$ cat src/rtl/pipeline_stall_ctrl.sv
// Pipeline latch enable/flush sequencer: stalls, branch redirects, halt drain, stall watchdog.
// Optional perf counters (stall_cnt/flush_cnt) are built when PERF_COUNTERS_EN is defined.
module pipeline_stall_ctrl #(
   parameter int WDOG_CYC = 64
`ifdef PERF_COUNTERS_EN
   ,
   parameter int CNT_W = 32
`endif
) (
   input  logic CLK,
   input  logic RST,
   input  logic ihit,
   input  logic dhit,
   input  logic mem_req,
   input  logic hazard,
   input  logic branch,
   input  logic jump,
   input  logic halt_id,
   input  logic halt_wb,
   output logic pc_en,
   output logic ifid_en,
   output logic ifid_flush,
   output logic idex_en,
   output logic idex_flush,
   output logic exmem_en,
   output logic memwb_en,
   output logic halt_out,
   output logic err_stall
`ifdef PERF_COUNTERS_EN
   ,
   output logic [CNT_W-1:0] stall_cnt,
   output logic [CNT_W-1:0] flush_cnt
`endif
);

   localparam int WD_W = $clog2(WDOG_CYC + 1);

   typedef enum logic [1:0] {RUN, REDIRECT, DRAIN, HALTED} state_t;

   state_t          state_q, state_d;
   logic [WD_W-1:0] wdog_q, wdog_d;
   logic            halt_q, halt_d;
   logic            err_q, err_d;
   logic            dstall, rule2;
   logic            pc_en_c, ifid_en_c, ifid_flush_c, idex_en_c, idex_flush_c;
   logic            exmem_en_c, memwb_en_c;

   assign dstall = mem_req & ~dhit;

   always_comb begin
      state_d      = state_q;
      rule2        = 1'b0;
      pc_en_c      = 1'b0;
      ifid_en_c    = 1'b0;
      ifid_flush_c = 1'b0;
      idex_en_c    = 1'b0;
      idex_flush_c = 1'b0;
      exmem_en_c   = 1'b0;
      memwb_en_c   = 1'b0;
      case (state_q)
         RUN, REDIRECT: begin
            if (!dstall) begin
               idex_en_c  = 1'b1;
               exmem_en_c = 1'b1;
               memwb_en_c = 1'b1;
               if (hazard && !branch && !jump) begin
                  rule2        = 1'b1;
                  idex_flush_c = 1'b1;
               end else if (branch || jump) begin
                  pc_en_c      = 1'b1;
                  ifid_en_c    = 1'b1;
                  ifid_flush_c = 1'b1;
                  state_d      = ihit ? RUN : REDIRECT;
               end else if (!ihit) begin
                  ifid_en_c    = 1'b1;
                  ifid_flush_c = 1'b1;
               end else begin
                  pc_en_c   = 1'b1;
                  ifid_en_c = 1'b1;
               end
               // The first word returned after a redirect is from the old path.
               if (state_q == REDIRECT) begin
                  ifid_flush_c = ifid_en_c;
                  if (ihit) state_d = RUN;
               end
               if (halt_id) state_d = DRAIN;
            end
         end
         DRAIN: begin
            if (!dstall) begin
               ifid_en_c    = 1'b1;
               ifid_flush_c = 1'b1;
               idex_en_c    = 1'b1;
               exmem_en_c   = 1'b1;
               memwb_en_c   = 1'b1;
            end
            if (halt_wb) state_d = HALTED;
         end
         HALTED: state_d = HALTED;
         default: state_d = RUN;
      endcase
   end

   always_comb begin
      wdog_d = '0;
      if (rule2) wdog_d = (wdog_q == WD_W'(WDOG_CYC)) ? wdog_q : wdog_q + WD_W'(1);
      err_d  = err_q | (wdog_d == WD_W'(WDOG_CYC));
      halt_d = halt_q | ((state_q == DRAIN) & halt_wb);
   end

   always_ff @(posedge CLK or posedge RST) begin
      if (RST) begin
         state_q <= RUN;
         wdog_q  <= '0;
         halt_q  <= 1'b0;
         err_q   <= 1'b0;
      end else begin
         state_q <= state_d;
         wdog_q  <= wdog_d;
         halt_q  <= halt_d;
         err_q   <= err_d;
      end
   end

   assign pc_en      = pc_en_c & ~RST;
   assign ifid_en    = ifid_en_c & ~RST;
   assign ifid_flush = ifid_flush_c & ~RST;
   assign idex_en    = idex_en_c & ~RST;
   assign idex_flush = idex_flush_c & ~RST;
   assign exmem_en   = exmem_en_c & ~RST;
   assign memwb_en   = memwb_en_c & ~RST;
   assign halt_out   = halt_q;
   assign err_stall  = err_q;

`ifdef PERF_COUNTERS_EN
   logic [CNT_W-1:0] stall_cnt_q, stall_cnt_d, flush_cnt_q, flush_cnt_d;

   // A data freeze counts as a stall in any live state, including DRAIN.
   always_comb begin
      stall_cnt_d = stall_cnt_q;
      flush_cnt_d = flush_cnt_q;
      if (state_q != HALTED && (rule2 || dstall)) stall_cnt_d = stall_cnt_q + CNT_W'(1);
      if ((ifid_flush_c && ifid_en_c) || (idex_flush_c && idex_en_c))
         flush_cnt_d = flush_cnt_q + CNT_W'(1);
   end

   always_ff @(posedge CLK or posedge RST) begin
      if (RST) begin
         stall_cnt_q <= '0;
         flush_cnt_q <= '0;
      end else begin
         stall_cnt_q <= stall_cnt_d;
         flush_cnt_q <= flush_cnt_d;
      end
   end

   assign stall_cnt = stall_cnt_q;
   assign flush_cnt = flush_cnt_q;
`endif

endmodule
$ cat config.mk
export PLATFORM = sky130hd
export DESIGN_NAME = pipeline_stall_ctrl
export DESIGN_NICKNAME = d
export VERILOG_FILES = /design/src/rtl/pipeline_stall_ctrl.sv
export SDC_FILE = /design/constraint.sdc
export NUM_CORES = 1
export LEC_CHECK = 0
export ABC_AREA = 0
export CORE_MARGIN = 5
export CORE_UTILIZATION = 50
export DETAILED_ROUTE_END_ITERATION = 10
export PLACE_DENSITY = 0.79
export SETUP_SLACK_MARGIN = 0.15
export SLEW_MARGIN = 20
export SYNTH_ARGS = -nofsm -noshare
export SYNTH_HDL_FRONTEND = slang
export SYNTH_SLANG_ARGS = --single-unit
export TNS_END_PERCENT = 30
$ cat constraint.sdc
create_clock -name CLK -period 2.97 [get_ports CLK]
set_clock_uncertainty 0.15 [all_clocks]
set_input_delay 0.4455 -clock CLK [delete_from_list [all_inputs] [get_ports CLK]]
set_output_delay 0.4455 -clock CLK [all_outputs]
set_load 0.05 [all_outputs]
# Word-level counts from Yosys, hierarchy flattened
# Index checks and enable logic that the tools add are counted.
# totals
ff_bits	11
elab_cells	62
in_bits	10
# classes
bitwise	11
n_mux	30
reduce_logical	9
n_eq_ne	7
n_addsub	1
# op_table
operator	n
2-to-1 mux 1 bit	18
equality test 7 bit (second input constant)	2
2-to-1 mux 2 bit	7
2-to-1 mux 7 bit	2
adder 7 x 1 -> 7 bit (second input constant)	1
AND 1 bit	7
case mux 2 bit (3 select lines)	1
equality test 2 bit (second input constant)	2
!= test 2 bit (second input constant)	2
case mux 1 bit (2 select lines)	2
OR reduction 3 bit	1
equality test 2 x 1 -> 1 bit (second input constant)	1
logical AND 1 bit	2
zero test 1 bit	2
zero test 2 bit	1
inverter 1 bit	2
OR 1 bit	2
AND reduction 2 bit	1
OR reduction 2 bit	1
logical OR 1 bit	1

# Longest topological paths before layout
# Gate-level depths: netlist (run 1).
# depth
depth_word	9
ltp_mapped	7
depth_no_buf	6

# Least setup slack after synthesis (run 1)
# Ideal clock, no wire load.
# synth_path
kind	input -> output
from	input port mem_req
to	output port ifid_flush
n_path_buf	0
path_slack_ns	-0.929
arrival_time_ns	3.303
required_ns	2.375
cell_stages	4
cell_sequence	nor2b_1 a211oi_1 nor2b_1 and2_1
# synth_between
elab_chain_len	4
# synth_lines
item	line	source
from (decl)	14	input logic mem_req,
AND 1 bit *	48	assign dstall = mem_req & ~dhit;
2-to-1 mux 1 bit, on equally long branches	90, 62	
case mux 1 bit (2 select lines) *	60	case (state_q)
AND 1 bit *	127	assign ifid_flush = ifid_flush_c & ~RST;
to (decl)	22	output logic ifid_flush,
# Every way passes the cells marked *; elsewhere a longest branch is shown, timed or not.

# Worst setup path after layout (run 1)
# Ends and elaborated chain as after synthesis.

==> results.py, run 1 <==
metrics = {
    "place": {
        "detailed_place.area_um2": 903,
        "io_buffers": 18,
        "dp_hpwl_um": 1260,
        "dp.cells": 103,
        "place_ws_ns": 0.315,
        "gp_congestion": 0.782,
    },
    "finish": {
        "nNetsFinal": 105,
        "regArea_um2": 275,
        "drive_gt1_share_pct": 19.6,
        "multiInputGateArea_um2": 413,
        "area_growth_pct": 32.2,
        "antenna_cells": 0,
        "stdcell_count": 107,
        "final_cell_mix": "nor2_1 (12), dfrtp_1 (11), clkdlybuf4s50_1 (11), buf_4 (5)",
        "final_area_um2": 936,
        "mostFrequentLayoutCell": "nor2_1",
        "nFillCells": 101,
    },
    "synthesis": {
        "synth_top_flop_cell": "dfrtp_1",
        "async_flop_share_pct": 100,
        "avgSynthCellArea_um2": 9.44,
        "synth_area_um2": 708,
        "netlist_instances": 75,
        "synth-seq-cells": 11,
        "synth_edf_count": 0,
        "synth-seq-area-share_pct": 38.9,
        "synth_warnings": 0,
        "synthesis.nets": 87,
        "synth_cell_types": 35,
    },
    "sta": {
        "tns_ns": 0,
        "max_slew.worst_pin.slew_ns": 0.497,
        "rsz0062_at_grt": "false",
        "slew_violations": 0,
        "period_share_pct": 84.2,
        "fin_crit_ns": 2.50,
        "maxSlewHeadroom_pct": 66.8,
        "worst_slack_ns": 0.470,
        "setup_violations": 0,
        "fmax_ghz": 0.400,
        "hold_viol": 0,
    },
    "critical_path": {
        "cpPeakStageDelay_ns": 0.47,
        "cp_max_fo": 4,
        "path_cells": "clkdlybuf4s50_1 -> nor2b_1 -> a211oi_4 -> nor2b_2 -> and2_1 -> buf_12",
        "crit_path_start_kind": "input pin",
        "crit_path_top_delay_cell": "clkdlybuf4s50_1",
        "critPathBufInv": 2,
        "end_kind": "primary output",
        "critPathKind": "in2out",
        "path_delay_family": "simple AND/OR/NAND/NOR gates",
        "arrival_ns": 1.90,
        "crit_required_ns": 2.37,
    },
    "grt": {
        "grtUsageTotal_pct": 16.8,
        "grt_max_degree": 12,
        "grt_pass1_vias": 579,
        "grt_overflow": 0,
        "antenna_found_initial": 0,
        "grt_pass1_wl_um": 2560,
    },
    "routing": {
        "vias": 577,
        "wl_per_cell_um": 14.7,
        "via_per_inst": 5.39,
        "first_iter_violations": 13,
        "wirelength_um": 1570,
        "firstDrtPassIters": 4,
        "route.detailed.drc": 0,
        "antenna_left": 0,
    },
    "power": {
        "leakagePower_nw": 0.374,
        "p_int_mw": 0.225,
        "p_switching_mw": 0.0720,
        "p_sw_share_pct": 24.2,
        "ir_drop_mv": 0.255,
        "clkPwrFrac_pct": 32.8,
        "p_seq_share_pct": 52.0,
        "combPwrFrac_pct": 15.2,
        "p_per_area_mw_per_mm2": 317,
    },
    "cts": {
        "cts_tree": "yes",
        "clk_latency_ns": 0.26,
        "clk_pin_slew_worst_paths_ns": 0.06,
        "cts_root_buf": "clkbuf_4",
        "cts_made_buffers": 3,
        "cts_max_path_buffers": 2,
        "clock-sinks": 11,
        "htree_levels": 1,
    },
    "floorplanning": {
        "die_h_um": 47.6,
        "ios": 19,
        "dieArea_mm2": 0.00227,
        "initial_core_util_pct": 53.8,
        "fp.coreArea_mm2": 0.00132,
        "die_width_um": 47.6,
        "rows": 13,
    },
    "flow_run": {
        "maxCapViolCount": 0,
    },
    "min_path": {
        "min_path_type": "reg2reg",
    },
    "run_status": {
        "status": "finished clean",
    },
}
==> final timing paths <==
| path | startpoint | end | slack (ns) | depth (start not counted) |
|---|---|---|---|---|
| min | halt_out | halt_out | 0.33 | 1 |
| min reg2reg | halt_out | halt_out | 0.33 | 1 |
| min in group asynchronous | RST | wdog_q[6] | 0.48 | 2 |
| max in group asynchronous | RST | wdog_q[1] | 1.91 | 2 |
| max | mem_req | ifid_flush | 0.47 | 6 |
| max reg2reg | wdog_q[0] | err_stall | 0.96 | 6 |
==> what timing repair did <==
item                       CTS  global route
buffers inserted             0             0
hold buffers                 0             0
setup endpoints to repair    0             1
gates resized for setup      0             1
==> logic make-up (layout without fill, tap and decap cells) <==
group           count (synthesis)  count (layout)  share of synthesized area (%)
simple gates                   33              33                           25.3
compound gates                 12              12                           15.2
flops                          11              11                           38.9
buf+inv                         9              26                           6.71
xor+xnor                        6               6                           7.42
fa+ha+maj                       2               2                           3.53
mux                             2               2                           3.00
==> layout make-up <==
type,count,area share [%]
inverters,4,1.60
well taps,15,2.01
clock buffers,4,2.81
flip-flops and latches,11,29.4
multi-input cells,55,44.1
repair buffers,18,20.1
==> synth_stat cells (2+ instances only) <==
master	count	area [um^2]
ha_1	2	25.0
xnor2_1	3	26.3
a21o_1	2	15.0
nor2b_1	2	12.5
and2_1	2	12.5
xor2_1	3	26.3
buf_4	3	22.5
inv_1	4	15.0
nand2_1	4	15.0
nor2_1	12	45.0
nand3_1	3	15.0
dfrtp_1	11	275
nand2b_1	2	12.5
==> state kept, by name, summed over array words and instances (netlist names) <==
signal,flops
err_stall,1
halt_out,1
state_q,2
wdog_q,7
==> worst register-to-register path: cells and delay by family, from the launching register on <==
| family | cells | cell delay [ns] |
|---|---|---|
| compound gates | 2 | 0.63 |
| simple gates | 2 | 0.37 |
| buf+inv | 1 | 0.12 |
| fa+ha+maj | 1 | 0.21 |
| flops | 1 | 0.41 |
==> per-stage QoR <==
stage	utilization, %	hold WS (ns)	total power, mW
final	71.0	0.332	0.297
after global routing	71.0	0.370	0.314
after CTS	70.6	0.337	0.303
after detailed placement	68.6	0.311	0.202
after global placement	68.6	0.310	0.202
after floorplan	-	0.148	0.179
==> power by group through the flow <==
| stage | Sequential, mW | Clock, mW | Combinational [mW] |
|---|---|---|---|
| 4_1_cts | 0.154 | 0.103 | 0.0454 |
| 3_5_place_dp | 0.157 | 0 | 0.0449 |
| 5_1_grt | 0.155 | 0.110 | 0.0482 |
| 6_report | 0.154 | 0.0973 | 0.0453 |
| 3_3_place_gp | 0.157 | 0 | 0.0446 |
| 2_1_floorplan | 0.169 | 0 | 0.00996 |
==> metal layers <==
layer	GRT usage (%)	wire length, um	vias up	part of all wire [%]
met3	3.38	28	2	1.8
met2	22.7	756	7	48
met4	9.68	17	0	1.1
li1	-	-	293	-
met1	24.8	769	275	49
met5	0	0	-	0
No activity file was read; power rests on OpenSTA's default activity.
==> run 2, diff against run 1 <==
CORE_UTILIZATION = 46   (was 50)
PLACE_DENSITY = 0.74   (was 0.79)
clock period = 2.6 ns   (was 2.97 ns; I/O delays follow)
==> results.py, run 2 (synthesis results as in run 1) <==
metrics = {
    "critical_path": {
        "r2r-start": "wdog_q[0]",
        "cp_max_fo": 4,
        "end_kind": "primary output",
        "crit_path_start": "mem_req",
        "path_cells": "clkdlybuf4s50_1 -> nor2b_1 -> a211oi_4 -> nor2b_2 -> and2_1 -> buf_12",
        "crit_path_start_kind": "input pin",
        "cpPeakStageDelay_ns": 0.47,
        "critPathKind": "in2out",
        "reg2reg_slack_ns": 0.65,
        "critPathBufInv": 2,
        "path_delay_family": "simple AND/OR/NAND/NOR gates",
        "regToRegEndpoint": "err_stall",
        "crit_path_top_delay_cell": "clkdlybuf4s50_1",
        "crit_required_ns": 2.06,
        "r2r.worst_path.cells": 6,
        "arrival_ns": 1.84,
    },
    "finish": {
        "area_growth_pct": 43.5,
        "mostFrequentLayoutCell": "nor2_1",
        "top_register": "wdog_q",
        "drive_gt1_share_pct": 22.3,
        "largest_reg_flops": 7,
        "final_cell_mix": "nor2_1 (12), dfrtp_1 (11), clkdlybuf4s50_1 (11), buf_12 (7)",
        "reg.largest.list": "wdog_q (7), state_q (2)",
        "fin_util_pct": 68.2,
        "stdcell_count": 110,
        "antenna_cells": 0,
        "nNetsFinal": 107,
        "nFillCells": 115,
    },
    "place": {
        "gp_congestion": 0.768,
        "dp.cells": 106,
        "io_buffers": 18,
        "dp_hpwl_um": 1260,
    },
    "routing": {
        "wl_per_cell_um": 14.0,
        "vias": 612,
        "wirelength_um": 1540,
        "firstDrtPassIters": 4,
        "antenna_left": 0,
        "route.detailed.drc": 0,
        "first_iter_violations": 4,
        "via_per_inst": 5.56,
    },
    "grt": {
        "grt-busiest-layer": "met2",
        "grt_pass1_vias": 617,
        "use_met1_pct": 17.6,
        "grtUsageTotal_pct": 13.7,
        "grt_util_met3_pct": 5.81,
        "grt_max_degree": 12,
        "grt_pass1_wl_um": 2580,
        "use_met2_pct": 21.0,
        "grt_overflow": 0,
        "antenna_found_initial": 0,
    },
    "cts": {
        "clock-sinks": 11,
        "clk_latency_ns": 0.27,
        "clk_pin_slew_worst_paths_ns": 0.07,
        "cts_tree": "yes",
        "cts_max_path_buffers": 2,
        "cts_made_buffers": 3,
        "htree_levels": 1,
        "hold_buffers": 0,
        "cts_root_buf": "clkbuf_4",
    },
    "floorplanning": {
        "die_width_um": 49.2,
        "fp.coreArea_mm2": 0.00149,
        "rows": 14,
        "dieArea_mm2": 0.00242,
        "ios": 19,
        "initial_core_util_pct": 47.6,
        "die_h_um": 49.2,
    },
    "sta": {
        "maxSlewHeadroom_pct": 66.9,
        "rsz0062_at_grt": "true",
        "setup_violations": 0,
        "period_share_pct": 91.5,
        "slew_violations": 0,
        "max_slew.worst_pin.slew_ns": 0.494,
        "hold_ws_ns": 0.331,
        "fin_crit_ns": 2.38,
        "tns_ns": 0,
        "fmax_ghz": 0.420,
        "hold_viol": 0,
    },
    "min_path": {
        "min_to": "err_stall",
        "min_path_type": "reg2reg",
        "hold_start": "err_stall",
        "min_path_cells": 2,
    },
    "power": {
        "leakagePower_nw": 0.400,
        "p_per_area_mw_per_mm2": 335,
        "p_total_mw": 0.340,
        "ir_drop_mv": 0.417,
    },
    "flow_run": {
        "maxCapViolCount": 0,
    },
    "run_status": {
        "status": "finished clean",
    },
}
==> run 2: cell types whose count changed in the layout (fill, tap and decap cells not counted), sizes merged <==
| cell | change |
|---|---|
| buf | +2 |
| clkbuf | -1 |
| clkinv | +1 |
==> run 2: where the power goes <==
group | total (mW) | switching, mW | internal [mW]
registers | 0.177 | 0.00188 | 0.175
logic | 0.0516 | 0.0287 | 0.0230
clock network | 0.112 | 0.0552 | 0.0569
==> run 2: timing repair <==
item / CTS / global route
endpoints found under the setup margin: 0 / 2
gates resized for setup: 0 / 1
setup buffers: 0 / 0
==> run 2: worst max path at each step <==
| stage | cells after the start | slack (ns) | to |
|---|---|---|---|
| 2_1_floorplan | 4 | -0.18 | ifid_flush |
| 3_3_place_gp | 5 | 0.23 | idex_flush |
| 3_5_place_dp | 6 | 0.22 | ifid_flush |
| 4_1_cts | 6 | 0.21 | ifid_flush |
| 5_1_grt | 6 | 0.15 | ifid_flush |
| 6_report | 6 | 0.22 | ifid_flush |
==> run 2: final cells by class <==
class	count	area [um^2]	share of cell area, %
clock buffers	3	22.5	2.22
clock inverters	1	5.00	0.493
inverters	4	15.0	1.48
multi-input cells	55	413	40.6
flip-flops and latches	11	275	27.1
well taps	16	20.0	1.97
repair buffers	20	265	26.1
==> run 2: stage by stage <==
stage	area, um^2	setup WS (ns)
global route	1020	0.146
finish	1020	0.220
floorplan	729	-0.180
global placement	982	0.228
CTS	1010	0.208
detailed placement	982	0.223
==> run 2: worst register-to-register path, delay by kind of cell (launching register included) <==
family | cells | cell delay, ns
compound gates | 2 | 0.60
fa+ha+maj | 1 | 0.20
buf+inv | 1 | 0.11
flops | 1 | 0.41
simple gates | 2 | 0.37
==> run 2: routing by layer <==
layer	part of all wire [%]	wire, um
met1	44	677
met2	51	783
met3	4.6	71
met4	0.58	9
met5	0	0
==> run 3, diff against run 2 <==
CORE_MARGIN = not set   (was 5)
SLEW_MARGIN = not set   (was 20)
==> results.py, run 3 (synthesis results as in run 1) <==
metrics = {
    "run_status": {
        "status": "finished clean",
    },
    "critical_path": {
        "cp_max_fo": 2,
        "critPathBufInv": 2,
        "r2r.worst_path.cells": 6,
        "path_delay_family": "simple AND/OR/NAND/NOR gates",
        "arrival_ns": 1.77,
        "crit_path_start": "branch",
        "critPathKind": "in2out",
        "r2r-start": "wdog_q[0]",
        "regToRegEndpoint": "err_stall",
        "path_cells": "clkdlybuf4s50_1 -> nor4b_1 -> nand2_1 -> nor2_1 -> buf_12",
        "cpPeakStageDelay_ns": 0.47,
        "crit_path_top_delay_cell": "nor4b_1",
        "crit_required_ns": 2.06,
        "crit_path_start_kind": "input pin",
        "reg2reg_slack_ns": 0.66,
        "end_kind": "primary output",
    },
    "floorplanning": {
        "die_h_um": 41.2,
        "ios": 19,
        "rows": 13,
        "fp.coreArea_mm2": 0.00137,
        "die_width_um": 41.2,
        "dieArea_mm2": 0.00170,
        "initial_core_util_pct": 51.8,
    },
    "power": {
        "p_switching_mw": 0.0937,
        "combPwrFrac_pct": 14.6,
        "p_total_mw": 0.351,
        "p_sw_share_pct": 26.7,
        "leakagePower_nw": 0.397,
        "p_int_mw": 0.257,
        "p_seq_share_pct": 50.2,
        "p_per_area_mw_per_mm2": 347,
        "clkPwrFrac_pct": 35.2,
        "ir_drop_mv": 0.304,
    },
    "sta": {
        "worst_slack_ns": 0.292,
        "fin_crit_ns": 2.31,
        "max_slew.worst_pin.slew_ns": 0.490,
        "maxSlewHeadroom_pct": 67.2,
        "fmax_ghz": 0.433,
        "period_share_pct": 88.8,
        "setup_violations": 0,
        "hold_ws_ns": 0.323,
        "slew_violations": 0,
        "hold_viol": 0,
        "rsz0062_at_grt": "false",
    },
    "routing": {
        "route.detailed.drc": 0,
        "wl_per_cell_um": 13.4,
        "via_per_inst": 5.33,
        "vias": 581,
        "antenna_left": 0,
        "firstDrtPassIters": 4,
        "wirelength_um": 1460,
        "first_iter_violations": 12,
    },
    "place": {
        "place_ws_ns": 0.202,
        "io_buffers": 18,
        "gp_congestion": 0.812,
        "detailed_place.area_um2": 981,
        "dp_hpwl_um": 1160,
    },
    "finish": {
        "drive_gt1_share_pct": 21.3,
        "final_cell_mix": "nor2_1 (12), dfrtp_1 (11), clkdlybuf4s50_1 (11), buf_12 (7)",
        "antenna_cells": 0,
        "nNetsFinal": 107,
        "area_growth_pct": 42.6,
        "reg.largest.list": "wdog_q (7), state_q (2)",
        "mostFrequentLayoutCell": "nor2_1",
        "final_area_mm2": 0.00101,
        "fin_util_pct": 73.9,
        "largest_reg_flops": 7,
        "top_register": "wdog_q",
    },
    "min_path": {
        "min_path_cells": 2,
        "min_to": "err_stall",
        "min_path_type": "reg2reg",
        "hold_start": "err_stall",
    },
    "cts": {
        "cts_made_buffers": 3,
        "cts_tree": "yes",
        "cts_max_path_buffers": 2,
        "clock-sinks": 11,
        "cts_setup_buffers": 0,
        "clk_latency_ns": 0.27,
        "htree_levels": 1,
        "clk_pin_slew_worst_paths_ns": 0.08,
        "hold_buffers": 0,
        "cts_root_buf": "clkbuf_4",
    },
    "grt": {
        "grt_pass1_vias": 500,
        "grt_max_degree": 12,
        "grt_overflow": 0,
        "antenna_found_initial": 0,
        "grt_pass1_wl_um": 2310,
        "grtUsageTotal_pct": 22.1,
    },
    "flow_run": {
        "maxCapViolCount": 0,
    },
}
run 3: cell count changes in the layout (fill, tap and decap cells not counted):
cell / previous run / this run
clkbuf_1: 0 / 1
clkinv_2: 1 / 0
nor2b_1: 1 / 0
nor2b_2: 1 / 2
nor4b_1: 0 / 1
nor4b_2: 1 / 0
run 3: metrics by stage:
| step | setup TNS (ns) | cells |
|---|---|---|
| 2_1_floorplan | -0.180 | 75 |
| 3_3_place_gp | 0 | 105 |
| 3_5_place_dp | 0 | 105 |
| 4_1_cts | 0 | 109 |
| 5_1_grt | 0 | 109 |
| 6_report | 0 | 109 |
run 3: worst max path at each step:
| stage | end | slack (ns) | cells past startpoint |
|---|---|---|---|
| floorplan | ifid_flush | -0.18 | 4 |
| global placement | ifid_flush | 0.23 | 6 |
| detailed placement | ifid_flush | 0.20 | 6 |
| global route | idex_flush | 0.21 | 5 |
| CTS | ifid_flush | 0.20 | 6 |
| finish | idex_flush | 0.29 | 5 |
run 3: cell type report:
class	count	area (um^2)
Fill cell	101	357
Sequential cell	11	275
Timing Repair Buffer	20	265
Clock buffer	4	26.3
Inverter	4	15.0
Tap cell	15	18.8
Multi-Input combinational cell	55	409
run 3: timing repair:
item | CTS | global route
resized for setup | 0 | 1
endpoints found under the setup margin | 0 | 1
hold endpoints to repair | 0 | 0
run 3: power groups by stage:
stage	Combinational (mW)	Sequential, mW	Clock [mW]
finish	0.0512	0.176	0.123
global route	0.0553	0.177	0.133
global placement	0.0507	0.180	0
CTS	0.0513	0.176	0.125
detailed placement	0.0509	0.180	0
floorplan	0.0114	0.193	0
run 3: routing by layer:
metal	routed length (um)	track usage (%)
met1	701	29.1
met2	683	32.0
met4	0	7.26
met5	0	0
met3	74	9.78
run 3: worst register-to-register path: stages, from the launching register on:
cell	delay, ns
dfrtp_1	0.41
inv_1	0.12
ha_1	0.20
nor4bb_1	0.13
and2_1	0.24
o31a_1	0.32
o41ai_2	0.27
